===== src/rtl/cache_tag_lookup_if.sv =====
// Bundles the lookup, fill and invalidate requests and the registered lookup
// response of cache_tag_lookup.
//   master : drives iLookupEn/iSet/iTag/iWriteEn, iFillEn/iFillSet/iFillTag,
//            iInvAll; receives oValid/oHit/oHitWay/oVictimWay
//   slave  : the tag store itself (mirror of master)
interface cache_tag_lookup_if #(
    parameter int TAG_W = 26,
    parameter int SET_W = 2,
    parameter int WAYS  = 2
);
    localparam int WAY_W = $clog2(WAYS);

    logic             iLookupEn;
    logic [SET_W-1:0] iSet;
    logic [TAG_W-1:0] iTag;
    logic             iWriteEn;
    logic             iFillEn;
    logic [SET_W-1:0] iFillSet;
    logic [TAG_W-1:0] iFillTag;
    logic             iInvAll;
    logic             oValid;
    logic             oHit;
    logic [WAY_W-1:0] oHitWay;
    logic [WAY_W-1:0] oVictimWay;

    modport master (
        output iLookupEn, iSet, iTag, iWriteEn,
        output iFillEn, iFillSet, iFillTag, iInvAll,
        input  oValid, oHit, oHitWay, oVictimWay
    );

    modport slave (
        input  iLookupEn, iSet, iTag, iWriteEn,
        input  iFillEn, iFillSet, iFillTag, iInvAll,
        output oValid, oHit, oHitWay, oVictimWay
    );
endinterface


===== src/rtl/cache_tag_lookup.sv =====
// N-way set-associative tag store with registered hit detection and true-LRU
// replacement for the data-cache path.
//   iClk  : clock, rising edge
//   iRst  : asynchronous active-high reset
//   bus   : cache_tag_lookup_if.slave
//           lookup request (iLookupEn, iSet, iTag, iWriteEn) answered one
//           cycle later on oValid/oHit/oHitWay/oVictimWay;
//           fill request (iFillEn, iFillSet, iFillTag) installs into the
//           victim way chosen here; iInvAll clears every valid bit.
// Per set and way: valid bit, tag, and an age. Ages in a set are always a
// permutation of 0..WAYS-1 with 0 = most recently used.
module cache_tag_lookup #(
    parameter int TAG_W = 26,
    parameter int SET_W = 2,
    parameter int WAYS  = 2
) (
    input  logic iClk,
    input  logic iRst,
    cache_tag_lookup_if.slave bus
);
    localparam int WAY_W = $clog2(WAYS);
    localparam int SETS  = 2 ** SET_W;

    typedef logic [WAYS-1:0][WAY_W-1:0] age_vec_t;
    typedef logic [WAYS-1:0][TAG_W-1:0] tag_vec_t;

    // ------------------------------------------------------------------
    // State
    // ------------------------------------------------------------------
    logic [WAYS-1:0] valid_q [SETS];
    logic [WAYS-1:0] valid_d [SETS];
    tag_vec_t        tag_q   [SETS];
    tag_vec_t        tag_d   [SETS];
    age_vec_t        age_q   [SETS];
    age_vec_t        age_d   [SETS];

    logic             out_valid_q, out_valid_d;
    logic             hit_q, hit_d;
    logic [WAY_W-1:0] hit_way_q, hit_way_d;
    logic [WAY_W-1:0] victim_way_q, victim_way_d;

    // ------------------------------------------------------------------
    // Helpers
    // ------------------------------------------------------------------
    function automatic age_vec_t age_reset();
        age_vec_t res;
        for (int w = 0; w < WAYS; w++) begin
            res[w] = WAY_W'(w);
        end
        return res;
    endfunction

    // Promote one way to MRU; only ways younger than it age by one, so the
    // set stays a permutation.
    function automatic age_vec_t touch(age_vec_t ages, logic [WAY_W-1:0] way);
        age_vec_t res;
        res = ages;
        for (int w = 0; w < WAYS; w++) begin
            if (ages[w] < ages[way]) begin
                res[w] = ages[w] + WAY_W'(1);
            end
        end
        res[way] = '0;
        return res;
    endfunction

    // Lowest invalid way wins; with a full set, the LRU way (oldest age).
    function automatic logic [WAY_W-1:0] victim(logic [WAYS-1:0] valid, age_vec_t ages);
        logic [WAY_W-1:0] res;
        logic             found;
        res   = '0;
        found = 1'b0;
        for (int w = 0; w < WAYS; w++) begin
            if (!valid[w] && !found) begin
                res   = WAY_W'(w);
                found = 1'b1;
            end
        end
        if (!found) begin
            for (int w = 0; w < WAYS; w++) begin
                if (ages[w] == WAY_W'(WAYS - 1)) begin
                    res = WAY_W'(w);
                end
            end
        end
        return res;
    endfunction

    // ------------------------------------------------------------------
    // Lookup evaluation (always on pre-edge state)
    // ------------------------------------------------------------------
    logic [WAYS-1:0]  match;
    logic [WAY_W-1:0] match_way;
    logic             lookup_hit;
    logic [WAY_W-1:0] lookup_victim;
    logic [WAY_W-1:0] fill_victim;
    logic             fill_same_set;

    always_comb begin
        match     = '0;
        match_way = '0;
        for (int w = 0; w < WAYS; w++) begin
            match[w] = valid_q[bus.iSet][w] && (tag_q[bus.iSet][w] == bus.iTag);
        end
        // Descending scan so the lowest matching way is the one kept.
        for (int w = WAYS - 1; w >= 0; w--) begin
            if (match[w]) begin
                match_way = WAY_W'(w);
            end
        end
        lookup_hit    = bus.iLookupEn && (|match) && !bus.iWriteEn;
        lookup_victim = victim(valid_q[bus.iSet], age_q[bus.iSet]);
        fill_victim   = victim(valid_q[bus.iFillSet], age_q[bus.iFillSet]);
        fill_same_set = bus.iFillEn && (bus.iFillSet == bus.iSet);
    end

    // ------------------------------------------------------------------
    // Tag/valid/age update: invalidate > fill > lookup touch
    // ------------------------------------------------------------------
    always_comb begin
        for (int s = 0; s < SETS; s++) begin
            valid_d[s] = valid_q[s];
            tag_d[s]   = tag_q[s];
            age_d[s]   = age_q[s];
        end

        if (bus.iInvAll) begin
            for (int s = 0; s < SETS; s++) begin
                valid_d[s] = '0;
                age_d[s]   = age_reset();
            end
        end else begin
            if (bus.iFillEn) begin
                tag_d[bus.iFillSet][fill_victim]   = bus.iFillTag;
                valid_d[bus.iFillSet][fill_victim] = 1'b1;
                age_d[bus.iFillSet] = touch(age_q[bus.iFillSet], fill_victim);
            end
            // A fill into the same set owns that set's age update this edge.
            if (lookup_hit && !fill_same_set) begin
                age_d[bus.iSet] = touch(age_q[bus.iSet], match_way);
            end
        end
    end

    // ------------------------------------------------------------------
    // Response register; way fields hold while idle
    // ------------------------------------------------------------------
    always_comb begin
        out_valid_d  = bus.iLookupEn;
        hit_d        = lookup_hit;
        hit_way_d    = hit_way_q;
        victim_way_d = victim_way_q;
        if (bus.iLookupEn) begin
            hit_way_d    = lookup_hit ? match_way : '0;
            victim_way_d = lookup_victim;
        end
    end

    always_ff @(posedge iClk or posedge iRst) begin
        if (iRst) begin
            for (int s = 0; s < SETS; s++) begin
                valid_q[s] <= '0;
                tag_q[s]   <= '0;
                age_q[s]   <= age_reset();
            end
            out_valid_q  <= 1'b0;
            hit_q        <= 1'b0;
            hit_way_q    <= '0;
            victim_way_q <= '0;
        end else begin
            for (int s = 0; s < SETS; s++) begin
                valid_q[s] <= valid_d[s];
                tag_q[s]   <= tag_d[s];
                age_q[s]   <= age_d[s];
            end
            out_valid_q  <= out_valid_d;
            hit_q        <= hit_d;
            hit_way_q    <= hit_way_d;
            victim_way_q <= victim_way_d;
        end
    end

    assign bus.oValid     = out_valid_q;
    assign bus.oHit       = hit_q;
    assign bus.oHitWay    = hit_way_q;
    assign bus.oVictimWay = victim_way_q;

endmodule


===== src/flat_wrapper.sv =====
// flat-port wrapper written by rule: the top's interface ports become plain ports
module cache_tag_lookup_flat 
#(
    parameter int TAG_W = 26,
    parameter int SET_W = 2,
    parameter int WAYS  = 2
)
  (iClk, iRst, bus_iLookupEn, bus_iSet, bus_iTag, bus_iWriteEn, bus_iFillEn, bus_iFillSet, bus_iFillTag, bus_iInvAll, bus_oValid, bus_oHit, bus_oHitWay, bus_oVictimWay);
  cache_tag_lookup_if #(.TAG_W(TAG_W), .SET_W(SET_W), .WAYS(WAYS)) bus_i ();
  input  logic iClk;
  input  logic iRst;
  input wire logic [$bits(bus_i.iLookupEn)-1:0] bus_iLookupEn;
  input wire logic [$bits(bus_i.iSet)-1:0] bus_iSet;
  input wire logic [$bits(bus_i.iTag)-1:0] bus_iTag;
  input wire logic [$bits(bus_i.iWriteEn)-1:0] bus_iWriteEn;
  input wire logic [$bits(bus_i.iFillEn)-1:0] bus_iFillEn;
  input wire logic [$bits(bus_i.iFillSet)-1:0] bus_iFillSet;
  input wire logic [$bits(bus_i.iFillTag)-1:0] bus_iFillTag;
  input wire logic [$bits(bus_i.iInvAll)-1:0] bus_iInvAll;
  output wire logic [$bits(bus_i.oValid)-1:0] bus_oValid;
  output wire logic [$bits(bus_i.oHit)-1:0] bus_oHit;
  output wire logic [$bits(bus_i.oHitWay)-1:0] bus_oHitWay;
  output wire logic [$bits(bus_i.oVictimWay)-1:0] bus_oVictimWay;
  assign bus_i.iLookupEn = bus_iLookupEn;
  assign bus_i.iSet = bus_iSet;
  assign bus_i.iTag = bus_iTag;
  assign bus_i.iWriteEn = bus_iWriteEn;
  assign bus_i.iFillEn = bus_iFillEn;
  assign bus_i.iFillSet = bus_iFillSet;
  assign bus_i.iFillTag = bus_iFillTag;
  assign bus_i.iInvAll = bus_iInvAll;
  assign bus_oValid = bus_i.oValid;
  assign bus_oHit = bus_i.oHit;
  assign bus_oHitWay = bus_i.oHitWay;
  assign bus_oVictimWay = bus_i.oVictimWay;
  cache_tag_lookup #(.TAG_W(TAG_W), .SET_W(SET_W), .WAYS(WAYS)) u_core (.iClk(iClk), .iRst(iRst), .bus(bus_i));
endmodule

===== config.mk =====
export PLATFORM = sky130hd
export DESIGN_NAME = cache_tag_lookup_flat
export DESIGN_NICKNAME = d
export VERILOG_FILES = /design/src/rtl/cache_tag_lookup_if.sv /design/src/rtl/cache_tag_lookup.sv /design/src/flat_wrapper.sv
export SDC_FILE = /design/constraint.sdc
export NUM_CORES = 1
export LEC_CHECK = 0
export ABC_AREA = 1
export BUFFER_PORTS_ARGS = -buffer_cell sky130_fd_sc_hd__buf_2
export CAP_MARGIN = 20
export CORE_MARGIN = 2
export CORE_UTILIZATION = 56
export CTS_BUF_LIST = sky130_fd_sc_hd__clkbuf_4
export DETAILED_ROUTE_END_ITERATION = 10
export GPL_TIMING_DRIVEN = 0
export PLACE_DENSITY = 0.77
export SLEW_MARGIN = 20
export SYNTH_ARGS = -nofsm -noshare
export SYNTH_HDL_FRONTEND = slang
export SYNTH_SLANG_ARGS = --single-unit

===== constraint.sdc =====
create_clock -name iClk -period 7.3 [get_ports iClk]
set_input_delay 1.095 -clock iClk [delete_from_list [all_inputs] [get_ports iClk]]
set_output_delay 1.095 -clock iClk [all_outputs]
set_load 0.05 [all_outputs]

==> results of run 1 <==
==> power by group <==
part | leakage, nW | switching (W) | internal (W)
clock | 0.482 | 0.000535 | 0.000638
sequential | 2.97 | 0.000129 | 0.00150
combinational | 3.60 | 0.000423 | 0.000232
total | 7.05 | 0.00109 | 0.00237
==> cells in the final DEF, fill, tap and decap left out, types with 2 or more instances in the layout <==
| master | n |
|---|---|
| inv_1 | 99 |
| nor2_4 | 3 |
| dfstp_2 | 4 |
| a22oi_1 | 12 |
| dfrtp_1 | 224 |
| o221ai_1 | 3 |
| clkinv_1 | 4 |
| a31oi_1 | 2 |
| nand2_2 | 2 |
| o21a_1 | 2 |
| buf_4 | 2 |
| clkbuf_1 | 34 |
| inv_4 | 2 |
| buf_6 | 8 |
| buf_12 | 7 |
| inv_2 | 3 |
| o21ai_1 | 5 |
| a221oi_1 | 4 |
| nor2_1 | 45 |
| buf_2 | 90 |
| nand4_1 | 10 |
| a21oi_1 | 7 |
| o21ai_0 | 214 |
| o22ai_1 | 6 |
| nand2_1 | 769 |
| clkbuf_4 | 99 |
| nor2_2 | 2 |
| nand3_1 | 67 |
==> routing by layer <==
metal | routed length [µm] | vias up | track usage [%]
met5 | 17 | - | 0
met4 | 2370 | 2 | 20.58
met3 | 4606 | 159 | 9.344
met2 | 16940 | 705 | 55.57
met1 | 15530 | 5328 | 50.04
li1 | - | 5230 | -
==> sequential cells by signal, summed over array words and instances (netlist names) <==
| register | flops |
|---|---|
| u_core.age_q | 8 |
| u_core.bus.oHit | 1 |
| u_core.bus.oHitWay | 1 |
| u_core.bus.oValid | 1 |
| u_core.bus.oVictimWay | 1 |
| u_core.tag_q | 208 |
| u_core.valid_q | 8 |
==> path summary, 6_finish.rpt <==
path | from | end | cells after the start
worst max-delay path | bus_iSet[1] | u_core.age_q[2] | 15
worst min register to register | u_core.tag_q[187] | u_core.tag_q[187] | 2
worst max register to register | u_core.age_q[5] | u_core.tag_q[165] | 8
min in group iClk | u_core.tag_q[187] | u_core.tag_q[187] | 2
worst min-delay path | iRst | u_core.tag_q[143] | 2
max in group asynchronous | iRst | u_core.age_q[3] | 5
==> per-stage QoR <==
stage / util, % / total power, W / instance area, µm² / hold slack, ps / setup slack (ps)
floorplan: - / 0.002064 / 11380 / 452.9 / 3228
global placement: 59.81 / 0.002246 / 12020 / 465.2 / 1913
detailed placement: 60.51 / 0.002280 / 12160 / 472.5 / 3711
CTS: 64.45 / 0.003438 / 12960 / 399.4 / 4487
global route: 64.46 / 0.003643 / 12960 / 430.5 / 4209
finish: 64.46 / 0.003454 / 12960 / 407.2 / 4301
==> area by class of cell <==
class / instances / area (µm²)
inverters: 105 / 402.9
repair buffers: 69 / 450.4
fillers: 1851 / 7144
diodes: 1 / 2.502
flip-flops and latches: 228 / 5710
well taps: 270 / 337.8
clock inverters: 6 / 50.05
multi-input cells: 1156 / 4890
plain buffers: 72 / 372.9
clock buffers: 99 / 743.2
==> cells by family (layout without fill, tap and decap cells) <==
group,Yosys count,after routing,share of synthesized area (%)
other,0,1,0
AND/OR/NAND/NOR,899,899,30.97
buffers and inverters,177,351,6.788
XOR/XNOR,1,1,0.07703
AO/OA/AOI/OAI,256,256,11.95
flip-flops,228,228,50.21
==> critical path: cells and delay by family <==
kind,cells,cell delay [ps]
and+or+nand+nor,13,1760
buffers and inverters,2,730
==> results_dict.tcl, run 1 <==
set metrics [dict create \
    outcome "complete, no violations" \
    hp-class "in2async" \
    netlist_area_um2 11370 \
    synth.avg_cell_area_um2 7.285 \
    synth_common_cells "nand2_1, dfrtp_1, o21ai_0, inv_1, nand3_1" \
    fin_crit_sh_pct 41.08 \
    syn_to_final_growth_pct 13.96 \
    netlist.area_leader.share_pct 49.29 \
    ant_nets 0 \
    cp.required_ps 7900 \
    fin_nets 1753 \
    synth_cell_types 29 \
    dpl.cell_count 1900 \
    die_w_um 146.5 \
    ctsHoldBuffers 0 \
    clk_pin_slew_ps 70 \
    clock.fmax_ghz 0.3335 \
    cts.sinks 228 \
    die_h_um 146.5 \
    post_drt_wl_per_cell_um 19.67 \
    syn-instance-count 1561 \
    portBuffers 62 \
    grt_pass1_vias 10793 \
    clk_path_buf_depth 3 \
    cts_tree "yes" \
    worst-setup-path-type "in2reg" \
    cts_buffers 59 \
    final_max_slew_viol_count 0 \
    relSlewSlack_pct 47.36 \
    coreArea_um2 20100 \
    drv_cap 0 \
    yosys.area.top_type "dfrtp_1" \
    synth-seq-area-share_pct 50.21 \
    vias_per_cell 5.695 \
    grt_usage_pct 37.19 \
    grt-ovfl-total 0 \
    endpoint_kind "flip-flop" \
    io_pins 66 \
    fin_crit_ps 2999 \
    synth.ff_latch_count 228 \
    dp_hpwl_um 27090 \
    drt_wl_total_um 39460 \
    antenna_found_initial 2 \
    synthTopCellsByArea "dfrtp_1, nand2_1, o21ai_0, inv_1, nand3_1" \
    crit_arrival_ps 3590 \
    async_reset_ff_share_pct 100.0 \
    start_kind "primary input" \
    drtIter0Drc 1398 \
    start_util_pct 56.57 \
    h-tree-depth 2 \
    drc 0 \
    cts.repair.resized 0 \
    cp_slowest_cell "clkbuf_1" \
    setup_viol 0 \
    grt_pass1_wl_um 60500 \
    worstPathMaxFanout 10 \
    place_congestion 1.000 \
    crit_path_cell_trace "buf_6, clkbuf_1, nand2_1, nand2_1, nand2_1, nand2_1, nand3_1, nor2_1, nand2_1, nor2_2, nand2_1, nand2_2, nand4_1, nor2_1, nor2_1" \
    grt_max_degree 36 \
    crit_path_max_incr_delay_ps 600 \
    power.density_nw_per_um2 266.5 \
    regToRegSetupSlack_ps 4630 \
    root_buffer "clkbuf_4" \
    synth_edf_count 0 \
    rows 52 \
    drtPass1Iterations 5 \
    yosysWarnings 0 \
    leakagePower_nw 7.053 \
    syn-num-nets 1623 \
    num_vias 11424 \
    vdd_drop_max_mv 0.1436 \
    drive_above_1_share_pct 13.08 \
    ys.flop_type "dfrtp_1" \
    synth_most_common_cell "nand2_1" \
    rsz0062_at_grt "no" \
    cpMostUsedCell "nand2_1" \
    layout.cells.non_filler 2006 \
    postCtsSetupBuffers 0 \
    hold_viol 0 \
    clock-skew-final_ps 30.44 \
    clk_latency_ps 710 \
    worst_pin_slew_ps 789.6 \
    finalSetupTns_ps 0 \
    die-area_um2 21460 \
]
Note: power is estimated with default switching activity, not from simulation.
==> run 2: changes to the inputs <==
==> constraint.sdc (replaced) <==
create_clock -name iClk -period 2.72 [get_ports iClk]
set_input_delay 0.408 -clock iClk [delete_from_list [all_inputs] [get_ports iClk]]
set_output_delay 0.408 -clock iClk [all_outputs]
set_load 0.05 [all_outputs]
==> run 2 against run 1 <==
  * Clock skew barely moved
  * Worst setup slack lost 4200 ps
  * Final area grew 0.26%
  * Worst hold slack worse by 360 ps
  * Count of clock-buffer cells in the layout unchanged
  * Power grew to 2.7 times the previous value
==> results_dict.tcl, run 2 (synthesis gave the netlist of run 1 again) <==
set metrics [dict create \
    outcome "complete, no violations" \
    clock.fmax_ghz 0.3827 \
    layout.cells.non_filler 2009 \
    worst-path-buf-inv 3 \
    hp-class "in2reg" \
    syn_to_final_growth_pct 14.26 \
    grt_usage_pct 37.19 \
    rsz0062_at_grt "no" \
    clock-skew-final_ps 30.93 \
    start_util_pct 56.57 \
    cts_tree "yes" \
    reg2reg_from "u_core.age_q[5]" \
    die-area_um2 21460 \
    design_area_um2 12990 \
    hold_path_startpoint "bus_iFillTag[0]" \
    coreArea_um2 20100 \
    drive_above_1_share_pct 13.23 \
    total_power_w 0.009275 \
    io_pins 66 \
    final_common_cell "nand2_1" \
    vdd_drop_max_mv 0.3848 \
    num_vias 11482 \
    startpoint "u_core.age_q[5]" \
    power.density_nw_per_um2 713.8 \
    highest_layer "met5" \
    drc 0 \
    fin_crit_sh_pct 96.06 \
    final_max_slew_viol_count 0 \
    antenna_found_initial 2 \
    cp.required_ps 3280 \
    fin_crit_ps 2613 \
    ant_nets 0 \
    fin_nets 1756 \
    setup_viol 0 \
    worst_pin_slew_ps 761.4 \
    clk_latency_ps 720 \
    critPathTopFamily "compound AO/OA/AOI/OAI gates" \
    portBuffers 62 \
    endpoint_kind "flip-flop" \
    grt_pass1_wl_um 60500 \
    drtIter0Drc 1351 \
    rows 52 \
    grt-ovfl-total 0 \
    grt_max_degree 36 \
    drt_wl_total_um 39440 \
    start_kind "flip-flop" \
    relSlewSlack_pct 49.24 \
    largest_register_ffs 208 \
    grt_pass1_vias 10795 \
    cp_slowest_cell "dfstp_2" \
    top_regs "u_core.tag_q: 208 flops, u_core.age_q: 8 flops, u_core.valid_q: 8 flops" \
    post-place-ws_ps -182.4 \
    crit_path_cell_trace "inv_1, o22ai_1, a221oi_1, a21boi_2, inv_2, nand2_1, clkbuf_1, o21ai_0" \
    crit_path_max_incr_delay_ps 540 \
    die_w_um 146.5 \
    fin_ws_ps 107.2 \
    die_h_um 146.5 \
    cts_buffers 59 \
    hold_viol 0 \
    crit_arrival_ps 3170 \
    worst-setup-path-type "reg2reg" \
    h-tree-depth 2 \
    postPlaceCellArea_um2 12160 \
    clk_pin_slew_ps 70 \
    cts.sinks 228 \
    drv_cap 0 \
    place_congestion 1.000 \
    leakagePower_nw 7.073 \
    root_buffer "clkbuf_4" \
    clk_path_buf_depth 3 \
    dpl.cell_count 1900 \
    drtPass1Iterations 6 \
    vias_per_cell 5.715 \
    dp_hpwl_um 27090 \
    post_drt_wl_per_cell_um 19.63 \
    met1_length_um 15660 \
    finalSetupTns_ps 0 \
    route.met2.wl_um 16980 \
    worstPathMaxFanout 10 \
    wl_met3_um 4490 \
    final_cell_mix "nand2_1, dfrtp_1, o21ai_0" \
    top_register "u_core.tag_q" \
]
-- run 2: worst min-delay path, cell delays in order --
cell and delay (ps):
buf_2 70, inv_1 100, o21ai_1 150
-- run 2: final cells by class --
class	instances	area, µm²
Inverter	105	402.9
Timing Repair Buffer	72	480.5
Antenna cell	1	2.502
Buffer	72	376.6
Tap cell	270	337.8
Multi-Input combinational cell	1156	4890
Fill cell	1846	7111
Clock buffer	99	743.2
Sequential cell	228	5710
Clock inverter	6	50.05
-- run 2: metrics by stage --
step	utilization, %	hold WS, ps
2_1_floorplan	-	439.4
3_3_place_gp	59.81	465.2
3_5_place_dp	60.51	441.9
4_1_cts	64.60	31.87
5_1_grt	64.63	58.60
6_report	64.63	51.66
-- run 2: metal layers --
metal	track usage [%]	up-vias
li1	-	5237
met1	50.04	5386
met2	55.57	700
met3	9.344	157
met4	20.58	2
met5	0	-
-- run 2: report_power, final --
part	switching (W)	total, W	internal [W]
logic	0.00113	0.00176	0.000625
clock network	0.00144	0.00316	0.00171
registers	0.000343	0.00436	0.00402
-- run 2: worst paths after layout --
check                      slack, ps  depth (start not counted)           endpoint
setup / recovery                 110                          8    u_core.tag_q[6]
hold / removal                    50                          3  u_core.tag_q[156]
min in group asynchronous        250                          3   u_core.tag_q[93]
max in group asynchronous       1380                          6    u_core.age_q[3]
setup reg to reg                 110                          8    u_core.tag_q[6]
hold reg to reg                  490                          2  u_core.tag_q[187]
-- run 2: what timing repair did --
action | CTS | global route
hold buffers | 3 | 0
buffers inserted | 0 | 0
gates resized for setup | 0 | 6
endpoints found under the setup margin | 0 | 15
endpoints found under the hold margin | 20 | 0
